**config.mk**
```make
export PLATFORM = sky130hd
export DESIGN_NAME = spi_target_flat
export DESIGN_NICKNAME = d
export VERILOG_FILES = /design/src/rtl/spi_target_if.sv /design/src/rtl/spi_target.sv /design/src/flat_wrapper.sv
export SDC_FILE = /design/constraint.sdc
export NUM_CORES = 1
export LEC_CHECK = 0
export CORE_MARGIN = 3
export CORE_UTILIZATION = 57
export DETAILED_ROUTE_END_ITERATION = 8
export GPL_TIMING_DRIVEN = 1
export PLACE_DENSITY = 0.83
export SYNTH_ARGS = -nofsm -noshare
export SYNTH_HDL_FRONTEND = slang
export SYNTH_SLANG_ARGS = --single-unit
```
**constraint.sdc**
```tcl
create_clock -name clk -period 4.45 [get_ports clk]
set_input_delay 1.335 -clock clk [delete_from_list [all_inputs] [get_ports clk]]
set_output_delay 1.335 -clock clk [all_outputs]
set_load 0.05 [all_outputs]
```
**src/rtl/spi_target_if.sv**
```systemverilog
// SPI pins plus the byte-level register interface of the SPI target port.
// Pure wiring; no latency of its own.
// Backpressure: none; the host side uses tx_free / valid / overrun status bits.
interface spi_target_if;
  // SPI pins (controller side)
  logic       spi_sck;
  logic       spi_cs_n;
  logic       spi_mosi;
  logic       spi_miso;
  logic       spi_miso_oe;
  // byte interface (host side)
  logic       wr;
  logic [7:0] tx_data;
  logic       tx_free;
  logic       rd;
  logic [7:0] rx_data;
  logic       valid;
  logic       overrun;
  logic       active;

  // the target port itself
  modport slave (
    input  spi_sck, spi_cs_n, spi_mosi, wr, tx_data, rd,
    output spi_miso, spi_miso_oe, tx_free, rx_data, valid, overrun, active
  );

  // the environment driving the target: SPI controller plus host
  modport master (
    output spi_sck, spi_cs_n, spi_mosi, wr, tx_data, rd,
    input  spi_miso, spi_miso_oe, tx_free, rx_data, valid, overrun, active
  );
endinterface

```
**src/rtl/spi_target.sv**
```systemverilog
// SPI mode-0 target with oversampled SCK/CS_N/MOSI and a one-byte tx holding register.
// Latency: valid rises SYNC_STAGES+1 clk after the 8th SCK rise reaches the synchroniser.
// Backpressure: none; an unread rx byte causes the next byte to be dropped and overrun set.
module spi_target #(
  parameter int         SYNC_STAGES = 2,
  parameter logic [7:0] IDLE_BYTE   = 8'hFF
) (
  input  logic         clk,
  input  logic         resetq,
  spi_target_if.slave  bus
);

  typedef enum logic {
    ST_IDLE = 1'b0,
    ST_SEL  = 1'b1
  } state_t;

  // synchroniser chains; index SYNC_STAGES-1 is the stage used by the logic
  logic [SYNC_STAGES-1:0] sck_sync_q, sck_sync_d;
  logic [SYNC_STAGES-1:0] cs_sync_q, cs_sync_d;
  logic [SYNC_STAGES-1:0] mosi_sync_q, mosi_sync_d;
  // one extra delay on sck and cs_n for edge detection
  logic                   sck_dly_q, sck_dly_d;
  logic                   cs_dly_q, cs_dly_d;

  state_t                 state_q, state_d;
  logic [2:0]             bitcnt_q, bitcnt_d;
  logic [6:0]             shift_rx_q, shift_rx_d;   // first 7 bits of the byte in flight
  logic [6:0]             shift_tx_q, shift_tx_d;   // bits still to go after the one on miso
  logic                   skip_fall_q, skip_fall_d; // next sck fall follows a reload
  logic                   miso_q, miso_d;           // bit currently presented on MISO
  logic [7:0]             hold_q, hold_d;
  logic                   hold_full_q, hold_full_d;
  logic [7:0]             rx_data_q, rx_data_d;
  logic                   valid_q, valid_d;
  logic                   overrun_q, overrun_d;

  logic                   sck_s, cs_n_s, mosi_s;
  logic                   sck_rise, sck_fall, cs_fall, cs_rise;
  logic                   byte_done;
  logic [7:0]             reload_val;

  assign sck_s    = sck_sync_q[SYNC_STAGES-1];
  assign cs_n_s   = cs_sync_q[SYNC_STAGES-1];
  assign mosi_s   = mosi_sync_q[SYNC_STAGES-1];

  assign sck_rise = sck_s & ~sck_dly_q;
  assign sck_fall = ~sck_s & sck_dly_q;
  assign cs_fall  = ~cs_n_s & cs_dly_q;
  assign cs_rise  = cs_n_s & ~cs_dly_q;

  // the byte that goes out next: the held byte if there is one, else the idle filler
  assign reload_val = hold_full_q ? hold_q : IDLE_BYTE;

  // synchroniser shift and edge-detect delay
  always_comb begin
    sck_sync_d  = {sck_sync_q[SYNC_STAGES-2:0], bus.spi_sck};
    cs_sync_d   = {cs_sync_q[SYNC_STAGES-2:0], bus.spi_cs_n};
    mosi_sync_d = {mosi_sync_q[SYNC_STAGES-2:0], bus.spi_mosi};
    sck_dly_d   = sck_s;
    cs_dly_d    = cs_n_s;
  end

  // synchroniser registers; idle levels are sck low, cs_n high
  always_ff @(posedge clk or negedge resetq) begin
    if (!resetq) begin
      sck_sync_q  <= '0;
      cs_sync_q   <= '1;
      mosi_sync_q <= '0;
      sck_dly_q   <= 1'b0;
      cs_dly_q    <= 1'b1;
    end else begin
      sck_sync_q  <= sck_sync_d;
      cs_sync_q   <= cs_sync_d;
      mosi_sync_q <= mosi_sync_d;
      sck_dly_q   <= sck_dly_d;
      cs_dly_q    <= cs_dly_d;
    end
  end

  // select FSM, shift registers, tx holding register and rx status
  always_comb begin
    state_d     = state_q;
    bitcnt_d    = bitcnt_q;
    shift_rx_d  = shift_rx_q;
    shift_tx_d  = shift_tx_q;
    skip_fall_d = skip_fall_q;
    miso_d      = miso_q;
    hold_d      = hold_q;
    hold_full_d = hold_full_q;
    rx_data_d   = rx_data_q;
    valid_d     = valid_q;
    overrun_d   = overrun_q;
    byte_done   = 1'b0;

    case (state_q)
      ST_IDLE: begin
        // sck edges coinciding with the select edge are deliberately ignored
        if (cs_fall) begin
          state_d     = ST_SEL;
          bitcnt_d    = 3'd0;
          miso_d      = reload_val[7];
          shift_tx_d  = reload_val[6:0];
          hold_full_d = 1'b0;
          skip_fall_d = 1'b0;
        end
      end
      ST_SEL: begin
        if (cs_rise) begin
          // deselect drops any partial byte; rx status and holding survive
          state_d     = ST_IDLE;
          bitcnt_d    = 3'd0;
          miso_d      = 1'b1;
          skip_fall_d = 1'b0;
        end else if (sck_rise) begin
          shift_rx_d = {shift_rx_q[5:0], mosi_s};
          bitcnt_d   = bitcnt_q + 3'd1;
          if (bitcnt_q == 3'd7) begin
            // byte boundary: next byte's MSB must be on MISO before the next rise
            byte_done   = 1'b1;
            miso_d      = reload_val[7];
            shift_tx_d  = reload_val[6:0];
            hold_full_d = 1'b0;
            skip_fall_d = 1'b1;
          end
        end else if (sck_fall) begin
          if (skip_fall_q) begin
            // MSB was already presented by the reload
            skip_fall_d = 1'b0;
          end else begin
            miso_d     = shift_tx_q[6];
            shift_tx_d = {shift_tx_q[5:0], 1'b0};
          end
        end
      end
      default: begin
        state_d = ST_IDLE;
      end
    endcase

    if (bus.rd) begin
      valid_d   = 1'b0;
      overrun_d = 1'b0;
    end

    // an rd in the completing cycle frees the slot for the new byte
    if (byte_done) begin
      if (!valid_q || bus.rd) begin
        rx_data_d = {shift_rx_q, mosi_s};
        valid_d   = 1'b1;
      end else begin
        overrun_d = 1'b1;
      end
    end

    // a write lands after any reload in the same cycle, so the reload sees the old byte
    if (bus.wr) begin
      hold_d      = bus.tx_data;
      hold_full_d = 1'b1;
    end
  end

  // state registers
  always_ff @(posedge clk or negedge resetq) begin
    if (!resetq) begin
      state_q     <= ST_IDLE;
      bitcnt_q    <= 3'd0;
      shift_rx_q  <= 7'd0;
      shift_tx_q  <= 7'd0;
      skip_fall_q <= 1'b0;
      miso_q      <= 1'b1;
      hold_q      <= 8'd0;
      hold_full_q <= 1'b0;
      rx_data_q   <= 8'd0;
      valid_q     <= 1'b0;
      overrun_q   <= 1'b0;
    end else begin
      state_q     <= state_d;
      bitcnt_q    <= bitcnt_d;
      shift_rx_q  <= shift_rx_d;
      shift_tx_q  <= shift_tx_d;
      skip_fall_q <= skip_fall_d;
      miso_q      <= miso_d;
      hold_q      <= hold_d;
      hold_full_q <= hold_full_d;
      rx_data_q   <= rx_data_d;
      valid_q     <= valid_d;
      overrun_q   <= overrun_d;
    end
  end

  assign bus.spi_miso    = miso_q;
  assign bus.spi_miso_oe = (state_q == ST_SEL);
  assign bus.active      = (state_q == ST_SEL);
  assign bus.tx_free     = ~hold_full_q;
  assign bus.rx_data     = rx_data_q;
  assign bus.valid       = valid_q;
  assign bus.overrun     = overrun_q;

endmodule

```
**src/flat_wrapper.sv**
```systemverilog
// flat-port wrapper written by rule: the top's interface ports become plain ports
module spi_target_flat 
#(
  parameter int         SYNC_STAGES = 2,
  parameter logic [7:0] IDLE_BYTE   = 8'hFF
)
  (clk, resetq, bus_spi_sck, bus_spi_cs_n, bus_spi_mosi, bus_wr, bus_tx_data, bus_rd, bus_spi_miso, bus_spi_miso_oe, bus_tx_free, bus_rx_data, bus_valid, bus_overrun, bus_active);
  spi_target_if bus_i ();
  input  logic clk;
  input  logic resetq;
  input wire logic [$bits(bus_i.spi_sck)-1:0] bus_spi_sck;
  input wire logic [$bits(bus_i.spi_cs_n)-1:0] bus_spi_cs_n;
  input wire logic [$bits(bus_i.spi_mosi)-1:0] bus_spi_mosi;
  input wire logic [$bits(bus_i.wr)-1:0] bus_wr;
  input wire logic [$bits(bus_i.tx_data)-1:0] bus_tx_data;
  input wire logic [$bits(bus_i.rd)-1:0] bus_rd;
  output wire logic [$bits(bus_i.spi_miso)-1:0] bus_spi_miso;
  output wire logic [$bits(bus_i.spi_miso_oe)-1:0] bus_spi_miso_oe;
  output wire logic [$bits(bus_i.tx_free)-1:0] bus_tx_free;
  output wire logic [$bits(bus_i.rx_data)-1:0] bus_rx_data;
  output wire logic [$bits(bus_i.valid)-1:0] bus_valid;
  output wire logic [$bits(bus_i.overrun)-1:0] bus_overrun;
  output wire logic [$bits(bus_i.active)-1:0] bus_active;
  assign bus_i.spi_sck = bus_spi_sck;
  assign bus_i.spi_cs_n = bus_spi_cs_n;
  assign bus_i.spi_mosi = bus_spi_mosi;
  assign bus_i.wr = bus_wr;
  assign bus_i.tx_data = bus_tx_data;
  assign bus_i.rd = bus_rd;
  assign bus_spi_miso = bus_i.spi_miso;
  assign bus_spi_miso_oe = bus_i.spi_miso_oe;
  assign bus_tx_free = bus_i.tx_free;
  assign bus_rx_data = bus_i.rx_data;
  assign bus_valid = bus_i.valid;
  assign bus_overrun = bus_i.overrun;
  assign bus_active = bus_i.active;
  spi_target #(.SYNC_STAGES(SYNC_STAGES), .IDLE_BYTE(IDLE_BYTE)) u_core (.clk(clk), .resetq(resetq), .bus(bus_i));
endmodule
```
## After elaboration in Yosys (flattened, before gate mapping)

Cells that the tools add are included.

| operators by class | value |
|---|---|
| add/subtract/negate cells | 1 |
| equality and inequality tests | 14 |
| multiplexer cells | 43 |
| bitwise operators | 11 |
| reductions and logical operators | 9 |

Operators with widths:

| cell | number |
|---|---|
| two-way mux 7 bit | 6 |
| two-way mux 1 bit | 27 |
| != test 3 bit (second input constant) | 7 |
| case mux 7 bit (2 select lines) | 1 |
| != test 4 bit (second input constant) | 3 |
| two-way mux 3 bit | 3 |
| two-way mux 8 bit | 1 |
| case mux 1 bit (2 select lines) | 4 |
| AND reduction 4 bit | 2 |
| inverter 1 bit | 7 |
| case mux 3 bit (2 select lines) | 1 |
| AND reduction 3 bit | 2 |
| AND reduction 5 bit | 1 |
| bitwise AND 1 bit | 4 |
| AND reduction 2 bit | 2 |
| adder 3 x 1 -> 3 bit (second input constant) | 1 |
| == test 3 bit (second input constant) | 1 |
| != test 3 x 2 -> 1 bit (second input constant) | 1 |
| != test 2 x 1 -> 1 bit (second input constant) | 1 |
| != test 2 bit (second input constant) | 1 |
| zero test 1 bit | 1 |
| logical OR 1 bit | 1 |

| storage, ports and cells | value |
|---|---|
| bits in registers | 47 |
| input port bits | 15 |
| output and inout bits | 14 |
| logic and storage cells | 94 |

## Depth between registers and ports, before layout

| logic depth | value |
|---|---|
| word-level depth | 6 |
| mapped depth | 7 |
| depth with buffers taken out | 6 |

## Least setup slack after synthesis

No wires, ideal clock.

| timing path | value |
|---|---|
| kind | reg2out |
| start point | reg u_core.state_q (netlist: u_core.bus.active) |
| end point | out bus_spi_miso_oe |
| arrival time | 1.038 ns |
| data required time | 3.115 ns |
| path slack | 2.077 ns |
| stages on the path, launching flop included | 2 |
| buffers on the path | 1 |
| cell sequence | dfrtp_1 buf_4 |

RTL lines:

| what | RTL line | text |
|---|---|---|
| start: declaration | spi_target.sv:26 | `state_t state_q, state_d;` |
| start signal: assignment | spi_target.sv:178 | `state_q <= state_d;` |
| end: declaration | flat_wrapper.sv:18 | `output wire logic [$bits(bus_i.spi_miso_oe)-1:0] bus_spi_miso_oe;` |

No word-level cell between the ends.

## Worst setup path in the final report

| timing path | value |
|---|---|
| start point | reg u_core.state_q (netlist: u_core.bus.active) |
| end point | out bus_spi_miso_oe |

No word-level cell between the ends.

==> flow_summary.toml <==
[yosys]
synthTopCellsByArea = "dfrtp_1 54%, mux2_2 17%, dfstp_2 5.3%"
yosys.area_share.simple = 0.0925
synth_adder_area_share = 0.0313
async_reset_ff_frac = 1.00
yosys_warnings = 0
ys_seq_area_frac = 0.590
syn-cell-area_sq_um = 2000
synth_edf_count = 0
synthTopCellsByCount = "43 x dfrtp_1, 30 x mux2_2, 14 x nand2_1"
synth_compound_area_frac = 0.0888
synth_top_family_by_area = "multiplexers"
avgSynthCellArea_sq_um = 12.6
synth_cells = 159
ys.flop_type = "dfrtp_1"
ys_seq_elements = 47
synth_nets = 179
yosys.area_share.xor_xnor = 0
synth_top_area_share = 0.538
synthDistinctLibCells = 29
synthMostInstantiatedCell = "dfrtp_1"
yosysTopAreaCell = "dfrtp_1"
synthMuxAreaShare = 0.169

[worst_hold_path]
min_path_type = "flop to flop"
worstHoldStart = "u_core.mosi_sync_q[0]"
min_to = "u_core.mosi_sync_q[1]"
whs_path_depth = 0

[layout]
nNetsFinal = 208
num_antenna_cells = 0
drive_gt1_frac = 0.254
area_growth_syn_to_layout_pct = 17.6
final_util = 0.735

[power]
internal_power_uw = 680
p_per_area_nw_per_um2 = 412
switching_power_uw = 289
ir_worst_vdd_mv = 0.257
p_seq_frac = 0.584
swShare = 0.298
p_comb_frac = 0.212
pwr-share-clk = 0.204
p_leak_uw = 0.00106

[clock_tree]
clockRootBuffer = "clkbuf_4"
cts.reportedPaths.clkPinSlew_ns = 0.13
cts_made_buffers = 5
cts_tree = "done"
hold_buffers = 0
clk_path_buf_depth = 2
cts_sinks = 47
cts_setup_buffers = 0
htreeDepth = 2
cts_resized = 0
clk_latency_ns = 0.35

[sta]
finalCriticalPeriod_ns = 3.32
finalMaxSlewViolations = 0
setup_violations = 0
timing.setup.tns_ns = 0
period_share = 0.745
hold_viol = 0
slew-limit-headroom = 0.329
rsz0062_at_grt = "no"
fin_skew_ns = 0.00719
tightest_slew_ns = 1.01
max_freq_mhz = 301

[worst_setup_path]
end_kind = "output pin"
regToRegSetupSlack_ns = 2.36
critical_path_buf_inv_count = 1
start_kind = "flop"
required_ns = 3.12
cpMaxStageDelayCell = "clkdlybuf4s50_1"
ff2ff_path_depth = 6
crit_family = "buffers and inverters"
r2r-start = "u_core.bitcnt_q[0]"
cpPeakStageDelay_ns = 0.91
reg2reg_to = "u_core.shift_tx_q[0]"
cp_max_fo = 18
cp_cell_sequence = "clkdlybuf4s50_1"
setup.worst_path.class = "flop to output pin"
crit_arrival_ns = 1.98

[grt]
track_usage = 0.197
grt_pass1_vias = 1390
grt-ovfl-total = 0
met2_usage = 0.320
gr-usage-met3 = 0.0530
grt.busiest_layer = "met2"
antenna_found_initial = 0
use_met1 = 0.251
grt_max_degree = 48
grt_pass1_wl_mm = 6.47

[die]
initial_core_util = 0.625
ioPinCount = 29
row_count = 20
fp.dieW_um = 65.3
die_height_um = 65.3
dieArea_sq_um = 4260
core_area_sq_um = 3200

[placement]
place_congestion = 0.802
port-buffer-count = 28
dp_hpwl_mm = 2.70

[routing]
postRouteAntennaNets = 0
remaining_drc_errors = 0
wl_per_cell_um = 15.8
drtPass1Iterations = 5
num_vias = 1289
detail_route.vias_per_cell = 5.53
wirelength_mm = 3.69
drt_iter0_drc = 81

[run_status]
status = "completed"

[run]
cap_violations = 0
-- placed cells by master (no fill, tap or decap), types with 4 or more instances in the layout --
cell type | Yosys | routed
mux2_2 | 30 | 30
dfrtp_1 | 43 | 43
clkbuf_4 | 0 | 5
clkdlybuf4s50_1 | 0 | 27
nand2b_1 | 5 | 5
nor2_1 | 10 | 10
inv_1 | 5 | 5
dfstp_2 | 4 | 4
nand2_1 | 14 | 14
ha_1 | 5 | 5
a21oi_1 | 6 | 6
o21ai_0 | 11 | 11
-- worst max path at each step --
stage | endpoint | startpoint | cells after the start
finish | bus_spi_miso_oe | u_core.bus.active | 1
detailed placement | bus_spi_miso_oe | u_core.bus.active | 1
floorplan | bus_spi_miso_oe | u_core.bus.active | 1
CTS | bus_spi_miso_oe | u_core.bus.active | 1
global placement | bus_spi_miso_oe | u_core.bus.active | 1
global route | bus_spi_miso_oe | u_core.bus.active | 1
-- layout make-up --
cell class | count | area, sq um
Fill cell | 228 | 848
Multi-Input combinational cell | 100 | 763
Inverter | 6 | 22.5
Tap cell | 44 | 55.1
Clock buffer | 6 | 41.3
Timing Repair Buffer | 28 | 275
Sequential cell | 47 | 1180
Clock inverter | 2 | 16.3
-- metrics by stage --
| stage | hold WS, ns | instance area [sq um] | cells | worst slack [ns] | power [uW] |
|---|---|---|---|---|---|
| detailed placement | 0.346 | 2300 | 225 | 1.55 | 782 |
| CTS | 0.367 | 2350 | 233 | 1.14 | 978 |
| floorplan | 0.331 | 2000 | 159 | 2.08 | 710 |
| global placement | 0.335 | 2300 | 225 | 1.60 | 763 |
| finish | 0.365 | 2350 | 233 | 1.13 | 969 |
| global route | 0.371 | 2350 | 233 | 1.05 | 1030 |
-- cell families after synthesis --
family	Yosys count
muxes	30
buffers and inverters	12
adders and majority gates	5
AOI/OAI and AO/OA	27
DFF	47
and+or+nand+nor	38
-- sequential cells by signal, indices dropped and copies added, names as in the netlist, 2 cells and up --
register,count
u_core.sck_sync_q,2
u_core.hold_q,8
u_core.shift_rx_q,7
u_core.bitcnt_q,3
u_core.mosi_sync_q,2
u_core.shift_tx_q,7
u_core.cs_sync_q,2
u_core.bus.rx_data,8
-- power by group through the flow --
| stage | logic [uW] | registers [uW] | clock network [uW] |
|---|---|---|---|
| after floorplan | 131 | 579 | 0 |
| after global placement | 197 | 566 | 0 |
| after detailed placement | 207 | 575 | 0 |
| after CTS | 208 | 567 | 203 |
| after global routing | 225 | 578 | 221 |
| final | 206 | 566 | 197 |
-- metal layers --
layer	routed length, um	vias up
met3	123	9
met1	1640	644
met5	0	-
li1	-	610
met2	1860	26
met4	63	0
(Power assumes the default switching activity.)
